## config.mk

```make
export PLATFORM = sky130hd
export DESIGN_NAME = memory_arbiter_rr
export DESIGN_NICKNAME = d
export VERILOG_FILES = /design/src/rtl/memory_arbiter_rr.sv
export SDC_FILE = /design/constraint.sdc
export NUM_CORES = 1
export LEC_CHECK = 0
export CAP_MARGIN = 5
export CORE_AREA = 2 2 169 171
export CTS_CLUSTER_DIAMETER = 100
export DETAILED_ROUTE_END_ITERATION = 16
export DIE_AREA = 0 0 171 173
export GPL_ROUTABILITY_DRIVEN = 0
export HOLD_SLACK_MARGIN = 0.08
export PLACE_DENSITY = 0.5
export REMOVE_ABC_BUFFERS = 1
export SYNTH_ARGS = -nofsm -noshare
export SYNTH_HDL_FRONTEND = slang
export SYNTH_SLANG_ARGS = --single-unit
export TNS_END_PERCENT = 30
```

## constraint.sdc

```tcl
create_clock -name CLK -period 2.8 [get_ports CLK]
set_input_delay 0.42 -clock CLK [delete_from_list [all_inputs] [get_ports CLK]]
set_output_delay 0.42 -clock CLK [all_outputs]
set_load 0.02 [all_outputs]
```

## src/rtl/memory_arbiter_rr.sv

```systemverilog
// Round-robin arbiter sharing one memory port between CPUS cores, each with a data
// and an instruction requester. Data requests always win; a grant is held until done.
module memory_arbiter_rr #(
   parameter int CPUS = 2,
   parameter int AW   = 32,
   parameter int DW   = 32
) (
   input  logic                      CLK,
   input  logic                      RST,
   input  logic [CPUS-1:0]           iREN,
   input  logic [CPUS-1:0]           dREN,
   input  logic [CPUS-1:0]           dWEN,
   input  logic [CPUS*AW-1:0]        iaddr,
   input  logic [CPUS*AW-1:0]        daddr,
   input  logic [CPUS*DW-1:0]        dstore,
   output logic [CPUS-1:0]           iwait,
   output logic [CPUS-1:0]           dwait,
   output logic [CPUS*DW-1:0]        iload,
   output logic [CPUS*DW-1:0]        dload,
   output logic                      ramREN,
   output logic                      ramWEN,
   output logic [AW-1:0]             ramaddr,
   output logic [DW-1:0]             ramstore,
   input  logic [DW-1:0]             ramload,
   input  logic [1:0]                ramstate,
   output logic                      ramerr,
   output logic [$clog2(2*CPUS):0]   grant_id
);

   localparam int PW = (CPUS > 1) ? $clog2(CPUS) : 1;
   localparam int GW = $clog2(2*CPUS) + 1;

   typedef enum logic {IDLE, OWN} state_t;
   typedef enum logic [1:0] {RAM_FREE, RAM_BUSY, RAM_ACCESS, RAM_ERROR} ramstate_t;

   state_t          state, state_n;
   logic [PW-1:0]   owner, owner_n;
   logic            owner_instr, owner_instr_n;
   logic [PW-1:0]   dptr, dptr_n;
   logic [PW-1:0]   iptr, iptr_n;
   logic [CPUS-1:0] dreq;
   logic            own_req;

   // First requester at or above ptr, wrapping modulo CPUS.
   function automatic logic [PW-1:0] rr_pick(input logic [CPUS-1:0] req,
                                             input logic [PW-1:0]   ptr);
      logic [PW-1:0] pick;
      logic [PW:0]   sum;
      logic          found;
      pick  = ptr;
      found = 1'b0;
      for (int off = 0; off < CPUS; off++) begin
         sum = {1'b0, ptr} + (PW+1)'(off);
         if (sum >= (PW+1)'(CPUS))
            sum = sum - (PW+1)'(CPUS);
         if (!found && req[sum[PW-1:0]]) begin
            pick  = sum[PW-1:0];
            found = 1'b1;
         end
      end
      return pick;
   endfunction

   function automatic logic [PW-1:0] next_ptr(input logic [PW-1:0] g);
      return (g == PW'(CPUS-1)) ? '0 : g + 1'b1;
   endfunction

   assign dreq  = dREN | dWEN;
   assign iload = {CPUS{ramload}};
   assign dload = {CPUS{ramload}};

   always_comb begin
      // NOTE: every output and next-state value gets a default first, so no path
      // through the case below can leave one unassigned and infer a latch.
      state_n       = state;
      owner_n       = owner;
      owner_instr_n = owner_instr;
      dptr_n        = dptr;
      iptr_n        = iptr;
      own_req       = 1'b0;
      ramREN        = 1'b0;
      ramWEN        = 1'b0;
      ramaddr       = '0;
      ramstore      = '0;
      ramerr        = 1'b0;
      iwait         = '1;
      dwait         = '1;
      grant_id      = '0;

      case (state)
         IDLE: begin
            if (|dreq) begin
               state_n       = OWN;
               owner_n       = rr_pick(dreq, dptr);
               owner_instr_n = 1'b0;
            end else if (|iREN) begin
               state_n       = OWN;
               owner_n       = rr_pick(iREN, iptr);
               owner_instr_n = 1'b1;
            end
         end

         OWN: begin
            grant_id = owner_instr ? GW'(CPUS) + GW'(owner) : GW'(owner);
            own_req  = owner_instr ? iREN[owner] : dreq[owner];

            // A withdrawn request releases the memory immediately, without credit.
            if (!own_req) begin
               state_n = IDLE;
            end else begin
               if (owner_instr) begin
                  ramREN  = 1'b1;
                  ramaddr = iaddr[owner*AW +: AW];
               end else begin
                  ramWEN   = dWEN[owner];
                  ramREN   = !dWEN[owner];
                  ramaddr  = daddr[owner*AW +: AW];
                  ramstore = dstore[owner*DW +: DW];
               end

               case (ramstate)
                  RAM_ACCESS: begin
                     state_n = IDLE;
                     if (owner_instr) begin
                        iwait[owner] = 1'b0;
                        iptr_n       = next_ptr(owner);
                     end else begin
                        dwait[owner] = 1'b0;
                        dptr_n       = next_ptr(owner);
                     end
                  end
                  RAM_ERROR: begin
                     ramerr  = 1'b1;
                     state_n = IDLE;
                  end
                  default: ;
               endcase
            end
         end

         default: state_n = IDLE;
      endcase
   end

   always_ff @(posedge CLK) begin
      // NOTE: non-blocking assignments so every register samples the pre-edge values.
      if (RST) begin
         state       <= IDLE;
         owner       <= '0;
         owner_instr <= 1'b0;
         dptr        <= '0;
         iptr        <= '0;
      end else begin
         state       <= state_n;
         owner       <= owner_n;
         owner_instr <= owner_instr_n;
         dptr        <= dptr_n;
         iptr        <= iptr_n;
      end
   end

endmodule

```

Yosys cells after proc, flatten, opt, wreduce, memory -nomap -nowiden
Cells that the tools add are included.
{"block": "classes", "n_addsub": 8, "multipliers": 0, "div": 0, "order_cmp": 10, "n_eq_ne": 2, "shifts": 3, "n_mux": 77, "bitwise_logic": 4, "reduce_logical": 13}
{"operator": "32-bit 2-to-1 mux", "count": 6}
{"operator": "64-bit by 7-bit indexed part select with 32-bit output", "count": 3}
{"operator": "1-bit 2-to-1 mux", "count": 59}
{"operator": "2-bit 2-to-1 mux", "count": 8}
{"operator": "1-bit by 2-bit less-than comparator with 1-bit output (second input constant)", "count": 5}
{"operator": "4-bit AND reduction", "count": 2}
{"operator": "3-bit 2-to-1 mux", "count": 2}
{"operator": "2-bit OR reduction", "count": 3}
{"operator": "1-bit by 1-bit adder with 2-bit output (second input constant)", "count": 2}
{"operator": "2-bit equality test (second input constant)", "count": 2}
{"operator": "1-bit by 2-bit >= comparator with 1-bit output (second input constant)", "count": 2}
{"operator": "2-bit >= comparator (second input constant)", "count": 2}
{"operator": "1-bit subtractor (second input constant)", "count": 4}
{"operator": "2-bit by 1-bit adder with 3-bit output (first input constant)", "count": 1}
{"operator": "1-bit logical AND", "count": 3}
{"operator": "1-bit logical NOT", "count": 3}
{"operator": "1-bit NOT", "count": 2}
{"operator": "2-bit NOT", "count": 1}
{"operator": "2-bit bitwise OR", "count": 1}
{"operator": "1-bit one-hot mux with 2 select lines", "count": 1}
{"operator": "2-bit AND reduction", "count": 1}
{"operator": "2-bit nonzero test", "count": 1}
{"operator": "1-bit adder (second input constant)", "count": 1}
{"operator": "1-bit demux with 1-bit select", "count": 1}
{"operator": "1-bit >= comparator (second input constant)", "count": 1}
{"block": "word_totals", "ff_bits": 5, "latchBits": 0, "ramBits": 0, "mem_bits_ro": 0, "out_inout_bits": 202, "wordCells": 122, "mem_count": 0}

Logic depth before layout (Yosys ltp)
{"block": "logic_depth", "depth_word": 16, "depth_mapped": 5}

Worst setup path before layout
Ideal clock, no wire load.
{"block": "synth_path", "path_type": "register to output", "from": "register owner", "to": "output port ramaddr[12]", "arrival_ns": 1.532, "t_required_ns": 2.380, "setup_slack_ns": 0.848, "stages_incl_launch_ff": 5, "n_path_buf": 2, "path_cell_list": "dfxtp_1 -> buf_6 -> clkbuf_1 -> mux4_2 -> nor3b_1"}
{"block": "synth_between", "elab_chain_len": 5, "word_cells_on_any_way": 10, "cone_classes": "shift: 2; mux: 8"}
{"item": "start: declaration", "line_no": "37", "text": "logic [PW-1:0] owner, owner_n;"}
{"item": "start signal: assignment", "line_no": "155", "text": "owner <= owner_n;"}
{"item": "parallel branches: the longest is 3 deep, another holds 64-bit by 7-bit indexed part select with 32-bit output"}
{"item": "32-bit 2-to-1 mux (*)", "line_no": "108", "text": "if (!own_req) begin"}
{"item": "32-bit 2-to-1 mux (*)", "line_no": "90", "text": "case (state)"}
{"item": "end: declaration", "line_no": "22", "text": "output logic [AW-1:0] ramaddr,"}
Mark *: on every way between the ends. The select of a mux whose other input is x is not followed.

Worst setup path in the final report
{"block": "layout_path", "from": "input port dWEN[0]", "to": "output port ramaddr[12]"}
{"block": "layout_between", "elab_chain_len": 6}
{"item": "start: declaration", "line_no": "12", "text": "input logic [CPUS-1:0] dWEN,"}
{"item": "2-bit bitwise OR", "line_no": "68", "text": "assign dreq = dREN | dWEN;"}
{"item": "1-bit 2-to-1 mux (implied by the code) (2 in a row)", "line_no": "105", "text": "own_req = owner_instr ? iREN[owner] : dreq[owner];"}
{"item": "1-bit 2-to-1 mux", "line_no": "105"}
{"item": "32-bit 2-to-1 mux", "line_no": "108"}
{"item": "32-bit 2-to-1 mux", "line_no": "90"}
Every way passes these cells. The select of a mux whose other input is x is not followed.

==> run summary <==
outcome = completed
Synth area leader = buf_4
asr flop ratio synth = 0
Post-Syn Area = 0.002920 mm2
Synth Area in Compound Gates = 0.03342
drt total wl = 21010 um
most frequent CP cell = clkdlybuf4s50_1
Top FF cell, synth = dfxtp_1
layout cell share with drive strength beyond 1 = 0.1447
Setup Crit Path Kind = in2out
# fillers = 3065
Switching Share = 0.3511
CTS tree = done
Cells after DPL = 844
final hold slack = 0.5252 ns
final core occ = 0.1913
IO Count = 436
port buffer count = 274
worst ir drop on vdd = 0.1453 mV
vias in the first global route = 3228
std cell rows = 61
CTS buffer count = 3
Sequential Power Share = 0.068
Fin Clk Skew = 0.002405 ns
Horiz. Die Dim = 171 um
final hold vios = 0
Worst path max stage delay = 0.54 ns
Power Dens Cells = 268.0 mW/mm2
Post-DRT Antenna Nets = 0
unrepaired setup endpoints after global routing = no
Cell Int Power = 0.9192 mW
multiplexer share of the synthesized area = 0.3689
drt via density = 3.758
clk sinks = 5
dpl hpwl = 18760 um
Hold WC Path Type = reg2reg
# hold bufs at CTS = 0
Avg Inst Size Synth = 8.903 um2
htree depth = 1
crit end category = primary output
overall global routing resource usage = 0.1328
Die Y = 173 um
post-synthesis sequential area ratio = 0.03428
largest net degree at the start of global routing = 38
Fmax = 0.3637 GHz
Worst Path Max Fanout = 27
DRT iter0 DRCs = 112
Post-route DRC = 0
Skew-Pair Late Insertion Delay = 0.23 ns
Ant. Diodes = 0
Synth top area share = 0.3342
gr ovfl total = 0
Gate Count Post-Synth = 328
WL per Instance = 24.77 um
critical path required time = 2.38 ns
clk buf depth = 2
crit path DAT = 2.33 ns
initial antenna violation count = 3
Critical Path Source Type = input pin
Seq cells post-synth = 5
Starting Density = 0.1057
Synth Area in Simple Gates = 0.1774
Core Footprint = 0.02763 mm2
most frequent cell after synthesis = buf_4
crit path cell chain = clkdlybuf4s50_1, or3_4, a21oi_4, buf_12, nor3b_1, clkdlybuf4s50_1
largest family of logic cells by synthesized area = buffers and inverters
clock slew seen by the registers of the worst setup and hold paths = 0.03 ns
LEAKAGE = 1.730 nW
synth top area cells = buf_4, mux4_2, mux2i_1, nor3b_1, nor2_1
Final setup viols = 0
clock power share = 0.167
first-pass GRT wire length = 26700 um
filler-free cell count of the finished design = 848
Slowest-stage cell, CP = clkdlybuf4s50_1
P&R area growth vs syn = 81.02%
CTS root buf = clkbuf_16
Final #Nets = 705
number of synthesized flops with an enable pin = 0
final setup TNS = 0 ns
NetSw = 0.4973 mW
Gate power share = 0.766
xor/xnor share of the synthesized area = 0
fin crit share = 0.9820
die area = 0.02958 mm2
Commonest cells post-synth = buf_4, nor2_1, mux2i_1, nor3b_1, mux4_2
synth unique cells = 35
max_cap viols = 0
fin crit period = 2.750 ns
final slew viol count = 0
adder-cell share of the synthesized area = 0
DR vias = 3187
drt pass-1 iters = 4
Ys Warns = 0
==> through the flow <==
step | instance area (um2) | setup WS, ns | power (mW)
2_1_floorplan | 1804 | -1.400 | 0.5844
3_3_place_gp | 5205 | 0.05813 | 1.198
3_5_place_dp | 5205 | 0.05356 | 1.196
4_1_cts | 5284 | 0.05101 | 1.439
5_1_grt | 5286 | 0.001369 | 1.503
6_report | 5286 | 0.05046 | 1.417
==> power groups by stage <==
stage / logic, mW / registers [mW] / clock network, mW
2_1_floorplan: 0.448 / 0.136 / 0
3_3_place_gp: 1.10 / 0.0977 / 0
3_5_place_dp: 1.10 / 0.0979 / 0
4_1_cts: 1.10 / 0.0967 / 0.239
5_1_grt: 1.16 / 0.0984 / 0.247
6_report: 1.08 / 0.0957 / 0.236
==> layout make-up <==
cell class / instances / area [um2] / area share
Clock buffer: 4 / 78.83 / 0.01491
Multi-Input combinational cell: 170 / 1704 / 0.3224
Tap cell: 378 / 473.0 / 0.08947
Inverter: 2 / 7.507 / 0.001420
Timing Repair Buffer: 289 / 2918 / 0.5520
Sequential cell: 5 / 105.1 / 0.01988
==> per-layer routing <==
layer  up-vias  track usage  share of wire
li1       1316            -              -
met1      1448       0.1217           0.31
met2       387       0.2199           0.45
met3        30       0.1012           0.19
met4         6      0.04979          0.043
met5         -      0.02341         0.0035
==> final timing paths <==
path	from	end	slack, ns	depth (start not counted)
worst min register to register	iptr	iptr	0.53	2
worst max register to register	owner	state	1.28	4
worst max-delay path	dWEN[0]	ramaddr[12]	0.05	6
worst min-delay path	iptr	iptr	0.53	2
==> kinds of logic after synthesis <==
family / count (synthesis)
simple gates: 90
flops: 5
compound gates: 12
other cells: 1
buf+inv: 153
mux: 67
==> cells in the final DEF, fill, tap and decap left out, types with 2 or more instances in the layout <==
master             n
clkdlybuf4s50_1  267
dfxtp_1            3
clkbuf_16          3
or2_2              2
mux2i_1           33
a21oi_1            3
nand3_1            2
nor3_1             2
mux4_2            32
and2_1             2
nand2_1            4
inv_1              2
buf_4             15
o21bai_1           2
nor2_1            37
nor3b_1           33
buf_12             6
==> critical path: cells and delay by family <==
kind,cells,cell delay (ns)
buffers and inverters,3,1.17
AND/OR/NAND/NOR,2,0.49
AO/OA/AOI/OAI,1,0.23
==> state kept, by name, indices dropped and copies added (netlist names) <==
name         count
owner            1
state            1
owner_instr      1
dptr             1
iptr             1
==> timing repair <==
item                       CTS  global route
setup endpoints to repair    0             1
gates resized for setup      0             1
setup buffers                0             0
Power figures use the tool's default switching activity.
